### src/rtl/banana_sprite_blitter.sv
// Draws one SPR_W x SPR_H banana sprite into the framebuffer: ROM fetch,
// palette lookup, transparency and edge clipping, handshaked pixel writes.
module banana_sprite_blitter #(
  parameter int SPR_W  = 16,
  parameter int SPR_H  = 16,
  parameter int FRAMES = 4,
  parameter int FB_W   = 640,
  parameter int FB_H   = 480,
  parameter int ROM_AW = 10
) (
  input  logic              Clk,
  input  logic              Reset_n,
  input  logic              start,
  input  logic [9:0]        pos_x,
  input  logic [8:0]        pos_y,
  input  logic [1:0]        frame,
  output logic              busy,
  output logic              done,
  output logic [ROM_AW-1:0] rom_addr,
  input  logic [2:0]        rom_data,
  output logic [2:0]        pix_index,
  input  logic [15:0]       pix_color,
  output logic [18:0]       fb_addr,
  output logic [15:0]       fb_data,
  output logic              fb_we,
  input  logic              fb_ready
);

  localparam int CW = $clog2(SPR_W);
  localparam int RW = $clog2(SPR_H);
  localparam int FW = (FRAMES > 1) ? $clog2(FRAMES) : 1;

  typedef enum logic [2:0] {IDLE, FETCH, READ, WRITE, DONE} state_t;

  state_t        state, state_nxt;
  logic [CW-1:0] col;
  logic [RW-1:0] row;
  logic [9:0]    pos_x_r;
  logic [8:0]    pos_y_r;
  logic [FW-1:0] frame_r;
  logic [2:0]    pix_q;
  logic [10:0]   x_sum;
  logic [9:0]    y_sum;
  logic [18:0]   fb_addr_nxt;
  logic          clipped, transparent, last_pix;
  logic          advance, capture;

  assign rom_addr    = ROM_AW'(int'(frame_r) * SPR_W * SPR_H + int'(row) * SPR_W + int'(col));
  assign x_sum       = {1'b0, pos_x_r} + 11'(col);
  assign y_sum       = {1'b0, pos_y_r} + 10'(row);
  assign clipped     = (int'(x_sum) >= FB_W) || (int'(y_sum) >= FB_H);
  assign fb_addr_nxt = 19'(int'(y_sum) * FB_W + int'(x_sum));
  assign transparent = (rom_data == 3'd0) || (rom_data == 3'd6) || (rom_data == 3'd7);
  assign last_pix    = (col == CW'(SPR_W - 1)) && (row == RW'(SPR_H - 1));
  // The ROM word is only valid during READ, so the palette sees it live there
  // and a held copy otherwise.
  assign pix_index   = (state == READ) ? rom_data : pix_q;

  always_comb begin
    state_nxt = state;
    advance   = 1'b0;
    capture   = 1'b0;
    case (state)
      IDLE:  if (start) state_nxt = FETCH;
      FETCH: state_nxt = READ;
      READ: begin
        if (transparent || clipped) begin
          advance = 1'b1;
        end else begin
          capture   = 1'b1;
          state_nxt = WRITE;
        end
      end
      WRITE: if (fb_ready) advance = 1'b1;
      DONE:  state_nxt = IDLE;
      default: state_nxt = IDLE;
    endcase
    if (advance) state_nxt = last_pix ? DONE : FETCH;
  end

  // Status strobes are registered from the next state so they line up with it.
  always_ff @(posedge Clk or negedge Reset_n) begin
    if (!Reset_n) begin
      state   <= IDLE;
      busy    <= 1'b0;
      done    <= 1'b0;
      fb_we   <= 1'b0;
      col     <= '0;
      row     <= '0;
      pos_x_r <= '0;
      pos_y_r <= '0;
      frame_r <= '0;
      pix_q   <= '0;
      fb_addr <= '0;
      fb_data <= '0;
    end else begin
      state <= state_nxt;
      busy  <= (state_nxt != IDLE);
      done  <= (state_nxt == DONE);
      fb_we <= (state_nxt == WRITE);
      if (state == IDLE && start) begin
        pos_x_r <= pos_x;
        pos_y_r <= pos_y;
        frame_r <= FW'(frame);
        col     <= '0;
        row     <= '0;
      end
      if (advance) begin
        if (col == CW'(SPR_W - 1)) begin
          col <= '0;
          row <= row + 1'b1;
        end else begin
          col <= col + 1'b1;
        end
      end
      if (state == READ) pix_q <= rom_data;
      if (capture) begin
        fb_addr <= fb_addr_nxt;
        fb_data <= pix_color;
      end
    end
  end

endmodule

### config.mk
export PLATFORM = sky130hd
export DESIGN_NAME = banana_sprite_blitter
export DESIGN_NICKNAME = d
export VERILOG_FILES = /design/src/rtl/banana_sprite_blitter.sv
export SDC_FILE = /design/constraint.sdc
export NUM_CORES = 1
export LEC_CHECK = 0
export CAP_MARGIN = 20
export CORE_MARGIN = 2
export CORE_UTILIZATION = 50
export DETAILED_ROUTE_END_ITERATION = 10
export PLACE_DENSITY_LB_ADDON = 0.08
export SLEW_MARGIN = 20
export SYNTH_ARGS = -nofsm -noshare
export SYNTH_HDL_FRONTEND = slang
export SYNTH_SLANG_ARGS = --single-unit
### constraint.sdc
create_clock -name Clk -period 6.42 [get_ports Clk]
set_input_delay 0.642 -clock Clk [delete_from_list [all_inputs] [get_ports Clk]]
set_output_delay 0.642 -clock Clk [all_outputs]
set_load 0.01 [all_outputs]
==> impl_metrics.tcl <==
set metrics [dict create \
    yosys.area_share.simple_pct 17.7 \
    root_buffer "clkbuf_8" \
    io_pins 95 \
    drc_errors 0 \
    async_flop_share_pct 100 \
    overflow 0 \
    synth.area.mux_share_pct 7.36 \
    synth_area_sq_um 4250 \
    finalCriticalPeriod_ns 4.33 \
    synth_warnings 0 \
    required_ns 6.65 \
    final_cell_mix "clkdlybuf4s50_1 (93), nand2_1 (90), dfrtp_1 (73)" \
    gp_congestion 0.864 \
    cp_max_fo 6 \
    first_global_vias 3373 \
    dpl.hpwl_mm 6.61 \
    slew-limit-headroom_pct 29.0 \
    htreeDepth 3 \
    fin_crit_sh_pct 67.4 \
    synth_edf_count 0 \
    final_common_cell "clkdlybuf4s50_1" \
    skew_ns 0.00609 \
    postCtsHoldBufs 0 \
    drt-initial-drc-count 115 \
    r2r_start "row[0]$_DFF_PN0_" \
    viasPerCell 5.34 \
    grt_setup_unrepaired "no" \
    core-area_sq_um 8220 \
    critPathCaptureType "flip-flop" \
    grt_pass1_wl_mm 15.0 \
    cellLeakagePower_nw 2.54 \
    cts_buffers 9 \
    start_util_pct 51.7 \
    yosys_most_used_dff "dfrtp_1" \
    ant_nets 0 \
    insertion_delay_ns 0.34 \
    wl_mm 8.90 \
    synth_compound_area_share_pct 13.7 \
    path_clk_slew_ns 0.07 \
    fin_nets 604 \
    die_y_um 96.2 \
    syn-mean-instance-area_sq_um 9.88 \
    drive_gt1_share_pct 9.57 \
    ys_ff_latch 73 \
    grt_max_degree 74 \
    area_delta_synth_final_pct 29.8 \
    slowest_stage "or4b_1" \
    cap_violations 0 \
    powerDensity_nw_per_um2 527 \
    synth_xor_xnor_area_share_pct 5.36 \
    ys_types 53 \
    firstDrtPassIters 4 \
    io_buffers 94 \
    postCtsSetupBuffers 0 \
    final-max-slew-violation-count 0 \
    pre_cts_slack_ns 2.15 \
    ys_seq_area_share_pct 43.0 \
    tightest_slew_ns 1.06 \
    setup_viol 0 \
    antenna_cells 0 \
    cts_tree "done" \
    post_cts_resized 0 \
    critical_path_class "flip-flop to flip-flop" \
    cts_num_sinks 73 \
    cts_buffer_depth 2 \
    grt.total_usage_pct 20.6 \
    synth_fa_ha_area_share_pct 9.95 \
    hold_viol 0 \
    critPathLaunchType "flip-flop" \
    dr_total_vias 3407 \
    critPathArrivalTime_ns 4.55 \
    hold_class "primary input to asynchronous set/reset pin" \
    syn_inst 430 \
    timing.final.ws_setup_ns 2.09 \
    startpoint "row[0]$_DFF_PN0_" \
    synth_top_family_by_area "simple AND/OR/NAND/NOR gates" \
    max_freq_mhz 231 \
    die_w_um 96.2 \
    slowest_delay_ns 0.55 \
    synthesis.nets 506 \
    wl_per_cell_um 14.0 \
    grt_antenna_before_repair 0 \
    path_cells "ha_1 > fa_1 > a21oi_1 > nor2_1 > nor2_1 > xnor2_1 > ha_1 > fa_1 > xor2_1 > nand2_1 > nor3_1 > or4b_1 > nor4_1 > a211o_1 > nand3_1" \
    status "completed" \
    timing.setup.tns_ns 0 \
    dieArea_sq_um 9250 \
    peakVddDrop_mv 0.243 \
    rows 33 \
]
## through the flow
stage          hold WS (ns)  instances  area (sq um)  utilization [%]  total power [mW]
2_1_floorplan         0.346        430          4250                -              1.96
3_5_place_dp          0.467        622          5290             64.4              2.51
5_1_grt               0.501        638          5520             67.2              3.19
6_report              0.481        638          5520             67.2              2.91
4_1_cts               0.484        638          5520             67.2              2.93
3_3_place_gp          0.460        622          5290             64.4              2.47
## layer usage
layer,share of wire (%),global-route usage [%]
met4,1.3,7.14
met3,7.3,5.32
met1,47,26.5
met5,0,0
met2,44,33.5
## synth_stat cells, drive strengths merged (4+ instances only)
cell | instances | area [sq um]
a211o | 5 | 43.8
a211oi | 9 | 72.6
a21o | 5 | 37.5
a21oi | 12 | 60.1
and3 | 4 | 25.0
buf | 6 | 48.8
clkbuf | 6 | 22.5
dfrtp | 73 | 1830
ha | 29 | 363
inv | 15 | 56.3
mux2 | 21 | 293
nand2 | 90 | 338
nand2b | 8 | 50.1
nand3 | 6 | 30.0
nand4b | 4 | 35.0
nor2 | 23 | 86.3
nor3 | 7 | 35.0
o211ai | 4 | 30.0
o21ai | 27 | 135
o31ai | 5 | 37.5
xnor2 | 13 | 114
xor2 | 13 | 114
## report_power, final
part | leakage [nW] | internal (mW) | switching (mW)
clock | 0.115 | 0.239 | 0.164
sequential | 0.907 | 0.665 | 0.162
combinational | 1.51 | 0.839 | 0.838
## registers in the layout, summed over array words and instances, names as in the netlist
register / count
busy: 1
done: 1
fb_addr: 19
pix_q: 3
row: 4
state: 3
frame_r: 2
fb_data: 16
pos_y_r: 9
fb_we: 1
col: 4
pos_x_r: 10
## cell type report
| class | instances | area, sq um |
|---|---|---|
| Fill cell | 657 | 2700 |
| Multi-Input combinational cell | 330 | 2300 |
| Sequential cell | 73 | 1830 |
| Timing Repair Buffer | 99 | 973 |
| Clock buffer | 11 | 151 |
| Tap cell | 105 | 131 |
| Clock inverter | 5 | 77.6 |
| Inverter | 15 | 56.3 |
## kinds of logic (layout without fill, tap and decap cells)
family | Yosys count | count (layout)
buf+inv | 27 | 130
simple gates | 163 | 163
xor+xnor | 26 | 26
flops | 73 | 73
fa+ha+maj | 32 | 32
compound gates | 86 | 86
mux | 23 | 23
## worst paths after layout
| path | end | slack (ns) | cells past startpoint |
|---|---|---|---|
| min in group Clk | fb_addr[6]$_DFFE_PN0P_ | 0.48 | 2 |
| setup reg to reg | fb_addr[18]$_DFFE_PN0P_ | 2.09 | 15 |
| hold reg to reg | fb_addr[6]$_DFFE_PN0P_ | 0.48 | 2 |
| setup / recovery | fb_addr[18]$_DFFE_PN0P_ | 2.09 | 15 |
| hold / removal | fb_data[7]$_DFFE_PN0P_ | 0.48 | 2 |
| max in group asynchronous | fb_addr[16]$_DFFE_PN0P_ | 5.31 | 2 |
## worst max-delay path, delay by kind of cell (launching register included)
kind / cells / cell delay [ns]
fa+ha+maj: 4 / 1.44
compound gates: 2 / 0.33
flops: 1 / 0.44
simple gates: 7 / 1.60
xor+xnor: 2 / 0.40
No activity file was read; power rests on OpenSTA's default activity.
